--- src/rtl/pulse_event_arbiter.sv ---
// Latches one-cycle event pulses per requester and offers them one at a time
// through a valid/ready port, round-robin from the last granted index.
module pulse_event_arbiter #(
    parameter int WIDTH    = 4,
    parameter int ID_WIDTH = 2
) (
    input  logic                clk,
    input  logic                rst,
    input  logic [WIDTH-1:0]    pulse_in,
    input  logic                evt_ready,
    input  logic                clear_drops,
    output logic                evt_valid,
    output logic [ID_WIDTH-1:0] evt_id,
    output logic [WIDTH-1:0]    pending,
    output logic [7:0]          drop_count,
    output logic                overflow
);

    localparam logic [0:0] IDLE  = 1'b0;
    localparam logic [0:0] OFFER = 1'b1;

    logic [0:0]          state_q, state_d;
    logic                evt_valid_q, evt_valid_d;
    logic [ID_WIDTH-1:0] evt_id_q, evt_id_d;
    logic [ID_WIDTH-1:0] rr_ptr_q, rr_ptr_d;
    logic [WIDTH-1:0]    pending_q, pending_d;
    logic [7:0]          drop_count_q, drop_count_d;
    logic                overflow_q, overflow_d;

    logic                hs;
    logic [WIDTH-1:0]    clr_mask;
    logic [WIDTH-1:0]    drop_vec;
    logic                found;
    logic [ID_WIDTH-1:0] sel_id;
    int                  idx;

    always_comb begin
        hs = evt_valid_q && evt_ready;
        clr_mask = '0;
        for (int i = 0; i < WIDTH; i++)
            clr_mask[i] = hs && (evt_id_q == ID_WIDTH'(i));

        // A pulse on the bit being retired re-latches it rather than dropping.
        drop_vec  = pulse_in & pending_q & ~clr_mask;
        pending_d = (pending_q & ~clr_mask) | pulse_in;

        found  = 1'b0;
        sel_id = '0;
        idx    = 0;
        for (int k = 0; k < WIDTH; k++) begin
            idx = int'(rr_ptr_q) + k;
            if (idx >= WIDTH) idx = idx - WIDTH;
            if (!found && pending_q[idx]) begin
                found  = 1'b1;
                sel_id = ID_WIDTH'(idx);
            end
        end

        state_d     = state_q;
        evt_valid_d = evt_valid_q;
        evt_id_d    = evt_id_q;
        rr_ptr_d    = rr_ptr_q;
        case (state_q)
            IDLE: begin
                if (found) begin
                    state_d     = OFFER;
                    evt_valid_d = 1'b1;
                    evt_id_d    = sel_id;
                end
            end
            default: begin
                if (hs) begin
                    state_d     = IDLE;
                    evt_valid_d = 1'b0;
                    rr_ptr_d    = (evt_id_q == ID_WIDTH'(WIDTH - 1)) ? '0
                                : ID_WIDTH'(evt_id_q + 1'b1);
                end
            end
        endcase

        drop_count_d = drop_count_q;
        overflow_d   = overflow_q;
        if (|drop_vec) begin
            overflow_d   = 1'b1;
            drop_count_d = clear_drops ? 8'd1
                         : (drop_count_q == 8'hff) ? 8'hff : drop_count_q + 8'd1;
        end else if (clear_drops) begin
            overflow_d   = 1'b0;
            drop_count_d = '0;
        end
    end

    always_ff @(posedge clk or posedge rst) begin
        if (rst) begin
            state_q      <= IDLE;
            evt_valid_q  <= 1'b0;
            evt_id_q     <= '0;
            rr_ptr_q     <= '0;
            pending_q    <= '0;
            drop_count_q <= '0;
            overflow_q   <= 1'b0;
        end else begin
            state_q      <= state_d;
            evt_valid_q  <= evt_valid_d;
            evt_id_q     <= evt_id_d;
            rr_ptr_q     <= rr_ptr_d;
            pending_q    <= pending_d;
            drop_count_q <= drop_count_d;
            overflow_q   <= overflow_d;
        end
    end

    assign evt_valid  = evt_valid_q;
    assign evt_id     = evt_id_q;
    assign pending    = pending_q;
    assign drop_count = drop_count_q;
    assign overflow   = overflow_q;

endmodule

--- config.mk ---
export PLATFORM = sky130hd
export DESIGN_NAME = pulse_event_arbiter
export DESIGN_NICKNAME = d
export VERILOG_FILES = /design/src/rtl/pulse_event_arbiter.sv
export SDC_FILE = /design/constraint.sdc
export NUM_CORES = 1
export LEC_CHECK = 0
export BUFFER_PORTS_ARGS = -buffer_cell sky130_fd_sc_hd__buf_2
export CORE_ASPECT_RATIO = 0.6
export CORE_MARGIN = 8
export CORE_UTILIZATION = 48
export DETAILED_ROUTE_END_ITERATION = 8
export GPL_ROUTABILITY_DRIVEN = 0
export PLACE_DENSITY = 0.78
export SLEW_MARGIN = 15
export SYNTH_ARGS = -nofsm -noshare
export SYNTH_HDL_FRONTEND = slang
export SYNTH_SLANG_ARGS = --single-unit
--- constraint.sdc ---
create_clock -name clk -period 1.96 [get_ports clk]
set_input_delay 0.098 -clock clk [delete_from_list [all_inputs] [get_ports clk]]
set_output_delay 0.098 -clock clk [all_outputs]
set_load 0.01 [all_outputs]
==> qor.txt <==
PWR
--------------------------------------------------------------------------------------------------------
Net Sw Frac                                                                                        24.7%
Net Switching                                                                                     192 µW
Internal power consumption                                                                        586 µW
Part of the power in combinational logic                                                           12.2%
Sequential group share of total power                                                              53.0%
Power share of the clock group                                                                     34.8%
Peak supply drop                                                                              0.000539 V
Leak                                                                                            0.605 nW
Power density over the cells                                                                  564 nW/µm²

CRITICAL PATH
--------------------------------------------------------------------------------------------------------
Nature of the critical path startpoint                                                          register
Maximum fanout along the worst path                                                                    7
Reg-to-reg slack, setup                                                                            20 ps
Critical path required time                                                                      2100 ps
Critical path class                                                                         register to register
Critical Path AT                                                                                 2080 ps
Register-to-Register Path Depth                                                                        7
Type of destination of the critical path                                                        register
Worst flop-to-flop path endpoint                                                            drop_count[0]
RR Startpoint                                                                                  evt_id[1]

YOSYS
--------------------------------------------------------------------------------------------------------
Number of enable flip-flop cells after synthesis                                                       0
Proportion of netlist area held by the largest area contributor                                    43.9%
Register bit count reported by yosys                                                                  19
Post-synthesis sequential area ratio                                                               43.9%
Number of distinct standard cells referenced by the synthesized netlist                               33
Cell with the most instances after synthesis                                                sky130_fd_sc_hd__dfrtp_1
Leading post-synthesis cells by instance count                                              sky130_fd_sc_hd__dfrtp_1, sky130_fd_sc_hd__inv_1, sky130_fd_sc_hd__nand3_1
Area contributors post-synth                                                                sky130_fd_sc_hd__dfrtp_1, sky130_fd_sc_hd__ha_1, sky130_fd_sc_hd__inv_1, sky130_fd_sc_hd__nand3_1, sky130_fd_sc_hd__a211o_2
Post-Synthesis Mean Instance Area                                                               10.2 µm²
Async S/R FF share, synth                                                                           100%
Post-synth top flop                                                                         sky130_fd_sc_hd__dfrtp_1
Mapped cell area                                                                                1080 µm²
Number of warnings printed during yosys synthesis                                                      0
Instance count of the mapped netlist                                                                 106
Largest area contributor in the synthesized netlist                                         sky130_fd_sc_hd__dfrtp_1
Total nets after synthesis                                                                           119

DIE
--------------------------------------------------------------------------------------------------------
Die height                                                                                       52.8 µm
Top-level I/O count                                                                                   24
Effective utilization at floorplan                                                                 50.4%
Overall die width                                                                                77.3 µm
Die outline area                                                                                4080 µm²
Std-Cell Core Area                                                                              2150 µm²
Cell row count                                                                                        13

DRT
--------------------------------------------------------------------------------------------------------
Final ANT Viol Nets                                                                                    0
Vias post-DR                                                                                         973
Post-route DRC                                                                                         0
Average wire per cell in the routed design                                                       17.1 µm
Violation count after the first detailed-route iteration                                              80
DR pass1 iterations                                                                                    4
Wire length after detailed routing                                                               2.86 mm
Vias per cell                                                                                       5.83

FINISH
--------------------------------------------------------------------------------------------------------
Final instance area                                                                             1380 µm²
ANT cells                                                                                              0
Layout cell share with drive strength beyond 1                                                     40.1%
Relative area change from synthesis to final layout                                                27.5%
Final-stage net count                                                                                151

TIMING
--------------------------------------------------------------------------------------------------------
Post-layout min period                                                                           1940 ps
Highest achievable clock rate                                                                    516 MHz
Minimum hold slack                                                                               29.8 ps
Worst rel slew slack                                                                               51.3%
Final count of hold timing violations                                                                  0
Total of endpoints with negative setup slack in the final report                                       0
Tcrit/Tclk final                                                                                   98.9%
Number of max-slew violations in the final report                                                      0
Worst-case clock skew                                                                            3.41 ps
Total negative slack                                                                                0 ps
Slew at the pin closest to its max-slew limit                                                     730 ps

GRT
--------------------------------------------------------------------------------------------------------
Global-route total usage across every layer                                                        14.4%
Total global routing overflow                                                                          0
Number of antenna violations at the first check in global routing                                      0
Number of global-route vias before repair                                                            931
First-pass GRT wire length                                                                       4.57 mm
Maximum number of pins on one net before global-route repair                                          20

RUN
--------------------------------------------------------------------------------------------------------
Max cap viols                                                                                          0

CTS
--------------------------------------------------------------------------------------------------------
Cell chosen for the clock root                                                              sky130_fd_sc_hd__clkbuf_8
Htree depth                                                                                            1
TritonCTS clock tree                                                                                 yes
Number of buffers on the longest clock path                                                            2
Num Clock Sinks                                                                                       19
Cts bufs inserted                                                                                      3
Clock latency at the later pin of the worst-skew pair                                             260 ps
Post-CTS clock slew at the launch and capture registers of the worst setup and hold paths          70 ps

HOLD PATH
--------------------------------------------------------------------------------------------------------
Min-Delay Endpoint                                                                            pending[1]
Hold Crit Depth                                                                                        2
Worst Hold Class                                                                            input pin to register
Critical hold path startpoint                                                                pulse_in[1]

OUTCOME
--------------------------------------------------------------------------------------------------------
Outcome                                                                                     complete, no violations

PLACED DESIGN
--------------------------------------------------------------------------------------------------------
Placed standard-cell area                                                                       1230 µm²
Count of input and output buffers                                                                     23
Half-perimeter wire length after detailed placement                                              2.02 mm

-- flip-flops by register name, indices dropped and copies added, names as in the netlist --
register / cells
rr_ptr_q: 2
pending: 4
overflow: 1
drop_count: 8
state_q: 1
evt_valid: 1
evt_id: 2
-- layer usage --
metal	global-route usage, %	part of all wire (%)	routed length [µm]
met3	4.62	8.0	228
met5	0	0	0
met1	18.8	47	1330
met4	5.59	1.2	34
met2	21.7	44	1260
-- kinds of logic after synthesis --
logic type	synth area share [%]
multiplexers	5.43
flip-flops	43.9
AND/OR/NAND/NOR	13.6
adder cells (fa/ha/maj)	5.78
AO/OA/AOI/OAI	25.2
buffers and inverters	6.01
-- critical path, stage by stage, from the launching register on --
cell and delay [ps]:
sky130_fd_sc_hd__dfrtp_2 420, sky130_fd_sc_hd__inv_2 90, sky130_fd_sc_hd__ha_4 130, sky130_fd_sc_hd__nand3_2 80, sky130_fd_sc_hd__a222oi_1 480, sky130_fd_sc_hd__buf_4 250, sky130_fd_sc_hd__nand2_8 80, sky130_fd_sc_hd__mux2_4 300
-- area by class of cell --
cell class | count | area (µm²)
fillers | 164 | 767
repair buffers | 29 | 160
inverters | 13 | 48.8
well taps | 30 | 37.5
flip-flops and latches | 19 | 478
multi-input cells | 72 | 611
clock buffers | 4 | 45.0
-- repair_timing --
item                                    in CTS  in global routing
endpoints found under the setup margin       0                  8
resized for setup                            0                 16
hold buffers                                 1                  0
buffers inserted                             0                  2
endpoints found under the hold margin       19                  0
-- metrics by stage --
step           utilization (%)  std cells  setup slack, ps  total power, mW
2_1_floorplan                -        106              135            0.467
3_3_place_gp              57.5        159              141            0.499
3_5_place_dp              57.5        159             77.6            0.504
4_1_cts                   60.0        164             47.9            0.779
5_1_grt                   64.3        167            -69.2            0.816
6_report                  64.3        167             22.4            0.778
-- power groups by stage --
stage	registers (mW)	clock network (mW)	logic, mW
after floorplan	0.421	0	0.0460
after global placement	0.418	0	0.0812
after detailed placement	0.419	0	0.0847
after CTS	0.412	0.277	0.0901
after global routing	0.413	0.299	0.104
final	0.412	0.271	0.0950
-- worst max path at each step --
| stage | cells after the start | start | to | slack (ps) |
|---|---|---|---|---|
| after floorplan | 6 | evt_id[0] | drop_count[5] | 130 |
| after global placement | 6 | evt_id[0] | drop_count[5] | 140 |
| after detailed placement | 6 | evt_id[0] | drop_count[5] | 80 |
| after CTS | 6 | evt_id[0] | drop_count[5] | 50 |
| after global routing | 7 | evt_id[0] | drop_count[0] | -70 |
| final | 7 | evt_id[1] | drop_count[0] | 20 |
-- cells in the final DEF, fill, tap and decap left out, types with 2 or more instances in the layout --
master,count
sky130_fd_sc_hd__buf_2,24
sky130_fd_sc_hd__dfrtp_1,17
sky130_fd_sc_hd__inv_1,11
sky130_fd_sc_hd__nand3_1,6
sky130_fd_sc_hd__nand2_1,6
sky130_fd_sc_hd__a21o_1,5
sky130_fd_sc_hd__a211o_2,4
sky130_fd_sc_hd__nor2_1,4
sky130_fd_sc_hd__buf_4,4
sky130_fd_sc_hd__and2_1,3
sky130_fd_sc_hd__a221oi_2,3
sky130_fd_sc_hd__mux2_2,3
sky130_fd_sc_hd__a21o_2,3
sky130_fd_sc_hd__o21ai_0,3
sky130_fd_sc_hd__ha_1,3
sky130_fd_sc_hd__clkbuf_8,3
sky130_fd_sc_hd__nand3_2,2
sky130_fd_sc_hd__nor4_1,2
sky130_fd_sc_hd__a221oi_1,2
sky130_fd_sc_hd__nor3_1,2
sky130_fd_sc_hd__inv_2,2
sky130_fd_sc_hd__a21oi_1,2
sky130_fd_sc_hd__a21boi_0,2
sky130_fd_sc_hd__o211a_1,2
sky130_fd_sc_hd__ha_4,2
sky130_fd_sc_hd__dfrtp_2,2
No activity file was read; power rests on OpenSTA's default activity.
